File: config.mk
export PLATFORM = sky130hd
export DESIGN_NAME = sum_accum
export DESIGN_NICKNAME = d
export VERILOG_FILES = /design/src/rtl/sum_accum_pkg.sv /design/src/rtl/sum_accum_add_type.sv /design/src/rtl/sum_accum.sv
export SDC_FILE = /design/constraint.sdc
export NUM_CORES = 1
export LEC_CHECK = 0
export CAP_MARGIN = 20
export CORE_ASPECT_RATIO = 2
export CORE_MARGIN = 3
export CORE_UTILIZATION = 25
export DETAILED_ROUTE_END_ITERATION = 6
export PLACE_DENSITY = 0.42
export SYNTH_ARGS = -nofsm -noshare
export SYNTH_HDL_FRONTEND = slang
export SYNTH_SLANG_ARGS = --single-unit
File: constraint.sdc
create_clock -name clk -period 4 [get_ports clk]
set_input_delay 0.8 -clock clk [delete_from_list [all_inputs] [get_ports clk]]
set_output_delay 0.8 -clock clk [all_outputs]
set_load 0.02 [all_outputs]
File: src/rtl/sum_accum_pkg.sv
// sum_accum_pkg
//   Shared definitions for the sum_accum block.
//   - state_t   : block state (IDLE = nothing accumulated, ACCUM = partial
//                 block in acc, HOLD = finished result presented downstream)
//   - sat_bound : signed max/min of a w-bit two's complement type, returned
//                 zero/sign-extended in a wide vector; callers truncate it to
//                 their own data type.
package sum_accum_pkg;

  typedef enum logic [1:0] {
    IDLE  = 2'd0,
    ACCUM = 2'd1,
    HOLD  = 2'd2
  } state_t;

  localparam int BOUND_W = 256;

  function automatic logic [BOUND_W-1:0] sat_bound(input int w, input logic want_min);
    logic [BOUND_W-1:0] mx;
    mx = (BOUND_W'(1) << (w - 1)) - BOUND_W'(1);
    // -2**(w-1) is the bitwise complement of 2**(w-1)-1 in two's complement.
    return want_min ? ~mx : mx;
  endfunction

endpackage

File: src/rtl/sum_accum_add_type.sv
// add_type
//   Plain two-operand adder on a parameterised signed data type. The sum wraps
//   modulo 2**$bits(DTYPE); overflow handling is left to the instantiating
//   block, which sees both operands and the result.
// Ports:
//   a, b : operands (DTYPE)
//   sum  : a + b, wrapped (DTYPE)
module add_type #(
  parameter type DTYPE = logic signed [15:0]
) (
  input  DTYPE a,
  input  DTYPE b,
  output DTYPE sum
);

  assign sum = a + b;

endmodule

File: src/rtl/sum_accum.sv
// sum_accum
//   Sums N consecutive accepted input samples into one result and presents it
//   with a valid/ready handshake. While a result is held, input is back-
//   pressured, except in the cycle the result is taken, when a new sample may
//   start the next block (one result per N cycles sustained).
//   out_ovf is the sticky OR of signed overflow over the adds of the block.
//
//   Build option: define SUM_ACCUM_SATURATE_EN to clamp overflowing adds to the
//   DTYPE signed max/min instead of wrapping. Ports are identical either way.
//
// Parameters:
//   DTYPE : signed integral data type of data ports and accumulator
//   N     : samples per result (2..256)
// Ports:
//   clk       : clock, rising edge
//   rstN      : asynchronous active-low reset
//   in_valid  : in_data valid
//   in_ready  : block accepts in_data this cycle
//   in_data   : input sample
//   out_valid : out_data holds a completed result
//   out_ready : downstream accepts out_data
//   out_data  : accumulated result
//   out_ovf   : an add in this result overflowed DTYPE
module sum_accum
  import sum_accum_pkg::*;
#(
  parameter type DTYPE = logic signed [15:0],
  parameter int  N     = 4
) (
  input  logic clk,
  input  logic rstN,
  input  logic in_valid,
  output logic in_ready,
  input  DTYPE in_data,
  output logic out_valid,
  input  logic out_ready,
  output DTYPE out_data,
  output logic out_ovf
);

  localparam int W  = $bits(DTYPE);
  localparam int CW = $clog2(N + 1);
  localparam logic [CW-1:0] LAST = CW'(N - 1);

  state_t        state, state_nxt;
  DTYPE          acc;
  logic [CW-1:0] cnt;
  logic          ovf;
  logic          rdy_en;

  logic          take;
  logic          load_first;
  logic          load_add;
  logic          clear_cnt;

  DTYPE          add_sum;
  DTYPE          acc_add;
  logic          add_ovf;

  add_type #(.DTYPE(DTYPE)) u_add (
    .a   (acc),
    .b   (in_data),
    .sum (add_sum)
  );

  // Signed overflow: operands agree in sign, wrapped result does not.
  assign add_ovf = (acc[W-1] == in_data[W-1]) && (add_sum[W-1] != acc[W-1]);

`ifdef SUM_ACCUM_SATURATE_EN
  // Clamp toward the overflow direction; both operands share acc's sign.
  function automatic DTYPE clamp(input DTYPE s, input logic o, input logic neg);
    if (o) return DTYPE'(sat_bound(W, neg));
    return s;
  endfunction

  assign acc_add = clamp(add_sum, add_ovf, acc[W-1]);
`else
  assign acc_add = add_sum;
`endif

  // rdy_en keeps in_ready low during reset and for the rest of the cycle in
  // which reset is released; it rises on the first clock edge afterwards.
  assign in_ready  = rdy_en && ((state != HOLD) || out_ready);
  assign take      = in_valid && in_ready;
  assign out_data  = acc;
  assign out_ovf   = ovf;

  always_ff @(posedge clk or negedge rstN) begin
    if (!rstN) state <= IDLE;
    else       state <= state_nxt;
  end

  always_comb begin
    state_nxt  = state;
    load_first = 1'b0;
    load_add   = 1'b0;
    clear_cnt  = 1'b0;
    out_valid  = 1'b0;
    unique case (state)
      IDLE: begin
        if (take) begin
          state_nxt  = ACCUM;
          load_first = 1'b1;
        end
      end
      ACCUM: begin
        if (take) begin
          load_add = 1'b1;
          if (cnt == LAST) state_nxt = HOLD;
        end
      end
      HOLD: begin
        out_valid = 1'b1;
        if (out_ready) begin
          if (take) begin
            state_nxt  = ACCUM;
            load_first = 1'b1;
          end else begin
            state_nxt  = IDLE;
            clear_cnt  = 1'b1;
          end
        end
      end
      default: state_nxt = IDLE;
    endcase
  end

  // ---- accumulate stage: acc/cnt/ovf update on accepted samples ----
  always_ff @(posedge clk or negedge rstN) begin
    if (!rstN) begin
      acc    <= DTYPE'(0);
      cnt    <= '0;
      ovf    <= 1'b0;
      rdy_en <= 1'b0;
    end else begin
      rdy_en <= 1'b1;
      if (load_first) begin
        acc <= in_data;
        cnt <= CW'(1);
        ovf <= 1'b0;
      end else if (load_add) begin
        acc <= acc_add;
        cnt <= cnt + CW'(1);
        ovf <= ovf | add_ovf;
      end else if (clear_cnt) begin
        cnt <= '0;
      end
    end
  end

endmodule
==> out/qor.txt, run 1 <==
Outcome: finished clean
Filler cells: 744
Slew Limit Fails: 0
CP Capture Type: primary output
Mean area per synthesized cell: 9.20 µm²
Main synth FF type: dfrtp_1
Number of setup violations in the final report: 0
Crit path launch type: primary input
Vias per cell: 5.13
Lkg Pwr: 0.957 nW
Synth Area in Simple Gates: 13.1%
Vias in the first global route: 1788
Initial Utilization: 25.9%
CP Data Required Time: 3.20 ns
Inserted Diodes: 0
Nets: 274
Setup ws final: 1.07 ns
Hold endpoint: cnt[2]$_DFFE_PN0P_
Share of cells above drive strength 1: 8.94%
Remaining DRCs: 0
Power Dens Cells: 747 nW/µm²
Most common cell on crit path: clkdlybuf4s50_1
CTS Buf Count: 3
Crit share post-route: 73.4%
Netlist Area Pre-Place: 1810 µm²
RSZ-0062 raised after global routing: no
Max incr delay on CP: 0.63 ns
CP Class: primary input to primary output
Total global routing overflow: 0
Final Critical Period: 2.93 ns
Boundary pin count: 39
Hold buffers post-CTS: 0
Worst-path clk slew: 0.06 ns
Site Rows: 43
Yosys reg bits: 23
Routability-driven placement congestion ratio: 0.764
Cell variety after synth: 52
Ys async rst share: 100%
Count of final hold-check violations: 0
CP Cell Sequence: clkdlybuf4s50_1 -> inv_1 -> a21boi_0 -> clkdlybuf4s50_1
Clk_lat worst skew: 0.26 ns
Post-route ant nets: 0
Synth Area in XOR/XNOR: 4.83%
Fmax: 341 MHz
Routed wire per std cell: 16.3 µm
Placed Instance Area: 2300 µm²
Max_slew headroom: 45.5%
FF-to-FF setup slack: 1.73 ns
FF/Latch Area: 576 µm²
1st-iter DRT viols: 60
Max-cap violations: 0
H-tree depth: 1
Total number of vias: 1667
GRT Util Overall: 13.4%
Largest net degree at the start of global routing: 24
Initial antenna violation count: 0
Critical Path AT: 2.13 ns
Syn Nets: 235
Worst hold stages: 2
Number of flops mapped to enable cells by yosys: 0
Area delta synth->final: 31.1%
Setup Buffers After CTS: 0
First-pass GRT wire length: 8830 µm
Peak supply drop: 0.265 mV
Clock Path Buffers: 2
Clock Skew: 0.00645 ns
Worst Hold Class: flip-flop to flip-flop
Post-Syn Instances: 197
Hold path start: cnt[2]$_DFFE_PN0P_
Main area contributors after synthesis: dfrtp_1 (32%), ha_1 (12%), a21oi_1 (4.4%)
Highest-delay cell along the critical path: clkdlybuf4s50_1
Post-synthesis adder-cell area fraction: 12.8%
Root buf cell: clkbuf_16
Total wire length: 5290 µm
Yosys warnings: 0
Reg-to-reg critical path startpoint: out_data[0]$_DFFE_PN0P_
Core ar.: 6990 µm²
Post-synthesis mux area share: 2.28%
Worst-Margin Slew: 0.816 ns
Final instance area: 2380 µm²
Post-Place Worst Slack: 0.778 ns
Multi-input logic area: 1170 µm²
Count of input and output buffers: 38
Dpl hpwl: 4030 µm
Clk sinks: 23
RR Endpoint: out_data[14]$_DFFE_PN0P_
Die Y: 126 µm
Reg2reg path depth: 9
Post-CTS resize count: 0
Synth top area share: 31.7%
Max FO, Critical Path: 3
DRT Pass-1 Iters: 4
Synth area leader: dfrtp_1
Die area: 8370 µm²
Largest family of logic cells by synthesized area: compound AO/OA/AOI/OAI gates
Final core utilization: 34.0%
CTS tree: built
Die width: 66.2 µm
Sequential-to-total area share from yosys stat: 31.7%
Setup TNS: 0 ns
Post-synthesis compound-gate area fraction: 31.0%
[cells by family after synthesis]
kind of cell	after synthesis
AOI/OAI and AO/OA	77
xor gates and xnor gates	10
adders and majority gates	18
buffers and inverters	17
DFF	23
muxes	4
other	1
and+or+nand+nor	47
[state kept, by name, indices dropped and copies added (netlist names)]
register / flops
out_data: 16
out_ovf: 1
cnt: 3
state: 2
rdy_en: 1
[per-layer routing]
layer | share of wire (%) | track usage [%] | vias up
met2 | 57 | 25.4 | 28
met3 | 2.6 | 1.95 | 6
met4 | 1.6 | 4.19 | 0
met1 | 38 | 14.5 | 820
met5 | 0 | 0 | -
li1 | - | - | 813
[placed cells by master (no fill, tap or decap), types with 2 or more instances in the layout]
| cell | Yosys | routed |
|---|---|---|
| a211oi_1 | 4 | 3 |
| a211oi_2 | 1 | 2 |
| a21boi_0 | 2 | 2 |
| a21oi_1 | 16 | 16 |
| a221o_1 | 3 | 3 |
| a22oi_1 | 9 | 9 |
| and2_1 | 2 | 2 |
| buf_4 | 1 | 3 |
| clkbuf_16 | 0 | 3 |
| clkdlybuf4s50_1 | 0 | 38 |
| dfrtp_1 | 23 | 23 |
| ha_1 | 17 | 17 |
| inv_1 | 10 | 10 |
| mux2i_1 | 3 | 3 |
| nand2_1 | 14 | 14 |
| nand2b_1 | 4 | 4 |
| nand3_1 | 3 | 3 |
| nand4_1 | 2 | 2 |
| nor2_1 | 11 | 11 |
| nor3_1 | 5 | 5 |
| nor4_1 | 2 | 2 |
| o21ai_0 | 16 | 16 |
| o21ai_1 | 3 | 3 |
| o21ai_2 | 3 | 3 |
| o21bai_1 | 2 | 2 |
| xnor2_1 | 7 | 7 |
| xor2_1 | 3 | 3 |
[where the power goes]
group | switching [mW] | leakage (nW) | total, mW | internal [mW]
clock | 0.0940 | 0.0382 | 0.231 | 0.137
sequential | 0.0945 | 0.283 | 0.425 | 0.331
combinational | 0.612 | 0.636 | 1.12 | 0.507
[cell usage after synthesis (2+ instances only)]
cell and number:
a211oi_1 4, a21boi_0 2, a21oi_1 16, a221o_1 3
a22oi_1 9, and2_1 2, buf_2 4, clkbuf_1 2
dfrtp_1 23, ha_1 17, inv_1 10, mux2i_1 3
nand2_1 14, nand2b_1 4, nand3_1 3, nand4_1 2
nor2_1 11, nor3_1 5, nor4_1 2, o21ai_0 16
o21ai_1 3, o21ai_2 3, o21bai_1 2, xnor2_1 7
xor2_1 3
[per-stage QoR]
step	instances	power, mW	hold WS [ns]
finish	325	1.78	0.487
global route	325	1.93	0.507
CTS	325	1.81	0.493
detailed placement	321	1.56	0.477
global placement	321	1.56	0.479
floorplan	197	1.19	0.448
[critical path, delay by kind of cell]
kind / cells / cell delay (ns)
AOI/OAI and AO/OA: 1 / 0.16
buffers and inverters: 3 / 1.19
[layout make-up]
class                           instances  share of cell area, %
Inverter                               10                   1.58
Multi-Input combinational cell        157                   49.2
Tap cell                               90                   4.74
Clock buffer                            4                   3.32
Timing Repair Buffer                   41                   16.9
Sequential cell                        23                   24.2
[worst max path at each step]
| stage | startpoint | endpoint | slack [ns] | depth (start not counted) |
|---|---|---|---|---|
| after floorplan | in_data[0] | out_data[14]$_DFFE_PN0P_ | 1.50 | 9 |
| after global placement | in_data[0] | out_data[12]$_DFFE_PN0P_ | 0.84 | 10 |
| after detailed placement | in_data[0] | out_data[14]$_DFFE_PN0P_ | 0.78 | 10 |
| after CTS | in_data[0] | out_data[14]$_DFFE_PN0P_ | 1.05 | 10 |
| after global routing | in_data[0] | out_data[10]$_DFFE_PN0P_ | 0.88 | 10 |
| final | out_ready | in_ready | 1.07 | 4 |
Note: power is estimated with default switching activity, not from simulation.
==> inputs of run 2 (changes only) <==
==> constraint.sdc (replaced) <==
create_clock -name clk -period 2.9 [get_ports clk]
set_input_delay 0.58 -clock clk [delete_from_list [all_inputs] [get_ports clk]]
set_output_delay 0.58 -clock clk [all_outputs]
set_load 0.02 [all_outputs]
==> run 2 against run 1 <==
Sequential power up 39%. Hold slack got worse by 0.0014 ns. Final cell count is 2.2% higher. Highest routed layer unchanged. Total power grew 40%. Critical path depth increased by 6. Non-clock buffer count rose by 7. Cell area is 2.2% higher.
==> out/qor.txt, run 2 (synthesis gave the netlist of run 1 again) <==
Outcome: finished clean
CP Capture Type: flip-flop
Clock Skew: 0.00254 ns (-0.00391 ns)
Peak supply drop: 0.292 mV (+10%)
Setup ws final: 0.268 ns (-0.798 ns)
Max FO, Critical Path: 4 (+1)
Hold buffers post-CTS: 0 (unchanged)
RSZ-0062 raised after global routing: no
Share of cells above drive strength 1: 11.6% (+2.6 points)
Routability-driven placement congestion ratio: 0.798 (+4.4%)
Largest net degree at the start of global routing: 24 (unchanged)
Core ar.: 6990 µm² (unchanged)
Initial antenna violation count: 0 (unchanged)
Routed wire per std cell: 16.2 µm (-0.76%)
Setup Buffers After CTS: 0 (unchanged)
Vias per cell: 5.01 (-2.4%)
Die Y: 126 µm (unchanged)
Clock Path Buffers: 2 (unchanged)
Die width: 66.2 µm (unchanged)
CTS Buf Count: 3 (unchanged)
Vias in the first global route: 1748 (-2.2%)
Crit path launch type: primary input
Boundary pin count: 39 (unchanged)
Clk sinks: 23 (unchanged)
Power Dens Cells: 1020 nW/µm² (+37%)
Root buf cell: clkbuf_16
CP Data Required Time: 3.07 ns (-0.13 ns)
Initial Utilization: 25.9% (unchanged)
Worst Hold Class: flip-flop to flip-flop
Nets: 281 (+2.6%)
Clk_lat worst skew: 0.26 ns (about the same)
CP Class: primary input to flip-flop
H-tree depth: 1 (unchanged)
Reg2reg path depth: 9 (unchanged)
Fmax: 380 MHz
Total number of vias: 1662 (-0.30%)
Final Hold Slack: 0.485 ns (-0.00143 ns)
1st-iter DRT viols: 49 (-18%)
Max FFs per register: 16 (unchanged)
Critical Path AT: 2.81 ns (+0.68 ns)
Filler cells: 761 (+2.3%)
Total wire length: 5370 µm (+1.4%)
Post-Place Worst Slack: -0.0545 ns (-0.832 ns)
Max_slew headroom: 66.4% (+21 points)
Max-cap violations: 0 (unchanged)
Remaining DRCs: 0 (unchanged)
Post-CTS resize count: 0 (unchanged)
Total Power: 2.49 mW (+40%)
Worst-Margin Slew: 0.502 ns (-0.314 ns)
Commonest cells after routing, fill and taps aside: clkdlybuf4s50_1 (38), dfrtp_1 (23), ha_1 (17)
Inserted Diodes: 0 (unchanged)
Number of setup violations in the final report: 0 (unchanged)
Count of input and output buffers: 38 (unchanged)
CTS tree: built
Worst-path clk slew: 0.06 ns (about the same)
DRT Pass-1 Iters: 6 (+2)
Leading cell type in the layout, fill and taps excluded: clkdlybuf4s50_1
Count of final hold-check violations: 0 (unchanged)
First-pass GRT wire length: 9030 µm (+2.3%)
Final Critical Period: 2.63 ns
GRT Util Overall: 13.8% (+0.39 points)
Worst hold stages: 2 (unchanged)
Die area: 8370 µm² (unchanged)
Slew Limit Fails: 0 (unchanged)
Post-route ant nets: 0 (unchanged)
Dpl hpwl: 4120 µm (+2.1%)
Site Rows: 43 (unchanged)
Lkg Pwr: 0.990 nW (+3.5%)
Crit share post-route: 90.8%
Total global routing overflow: 0 (unchanged)
Area delta synth->final: 34.0%
[run 2: area by class of cell]
| cell class | count | area (µm²) | share of cell area, % |
|---|---|---|---|
| repair buffers | 48 | 455 | 18.7 |
| inverters | 10 | 37.5 | 1.54 |
| clock buffers | 4 | 78.8 | 3.24 |
| well taps | 90 | 113 | 4.63 |
| multi-input cells | 157 | 1170 | 48.1 |
| flip-flops and latches | 23 | 576 | 23.7 |
[run 2: critical path: stages]
cell             delay, ns
clkdlybuf4s50_1       0.48
ha_1                  0.17
inv_1                 0.05
fa_1                  0.39
nand2b_1              0.24
a2111oi_4             0.33
a211oi_2              0.10
o21ai_2               0.16
xnor2_1               0.09
a221oi_2              0.21
[run 2: metrics by stage]
stage	TNS [ns]	instances	util (%)	area, µm²
2_1_floorplan	0	197	-	1810
3_3_place_gp	-0.0150	328	33.6	2350
3_5_place_dp	-0.0894	328	33.6	2350
4_1_cts	0	332	34.7	2430
5_1_grt	0	332	34.7	2430
6_report	0	332	34.7	2430
[run 2: routing by layer]
| metal | up-vias | part of all wire [%] | track usage, % |
|---|---|---|---|
| met5 | - | 0 | 0 |
| met4 | 0 | 2.5 | 5.03 |
| met3 | 9 | 2.4 | 1.24 |
| met2 | 31 | 57 | 25.6 |
| met1 | 795 | 38 | 15.6 |
| li1 | 827 | - | - |
[run 2: report_power, final]
part	internal (mW)	total, mW	switching, mW
logic	0.739	1.59	0.850
registers	0.456	0.590	0.134
clock network	0.188	0.311	0.123
[run 2: final timing paths]
path	startpoint	endpoint	slack, ns
max in group asynchronous	rstN	out_data[11]$_DFFE_PN0P_	1.96
min	cnt[2]$_DFFE_PN0P_	cnt[2]$_DFFE_PN0P_	0.49
min in group asynchronous	rstN	cnt[2]$_DFFE_PN0P_	0.69
max	in_data[0]	out_data[14]$_DFFE_PN0P_	0.27
min reg2reg	cnt[2]$_DFFE_PN0P_	cnt[2]$_DFFE_PN0P_	0.49
max reg2reg	out_data[0]$_DFFE_PN0P_	out_data[10]$_DFFE_PN0P_	0.70
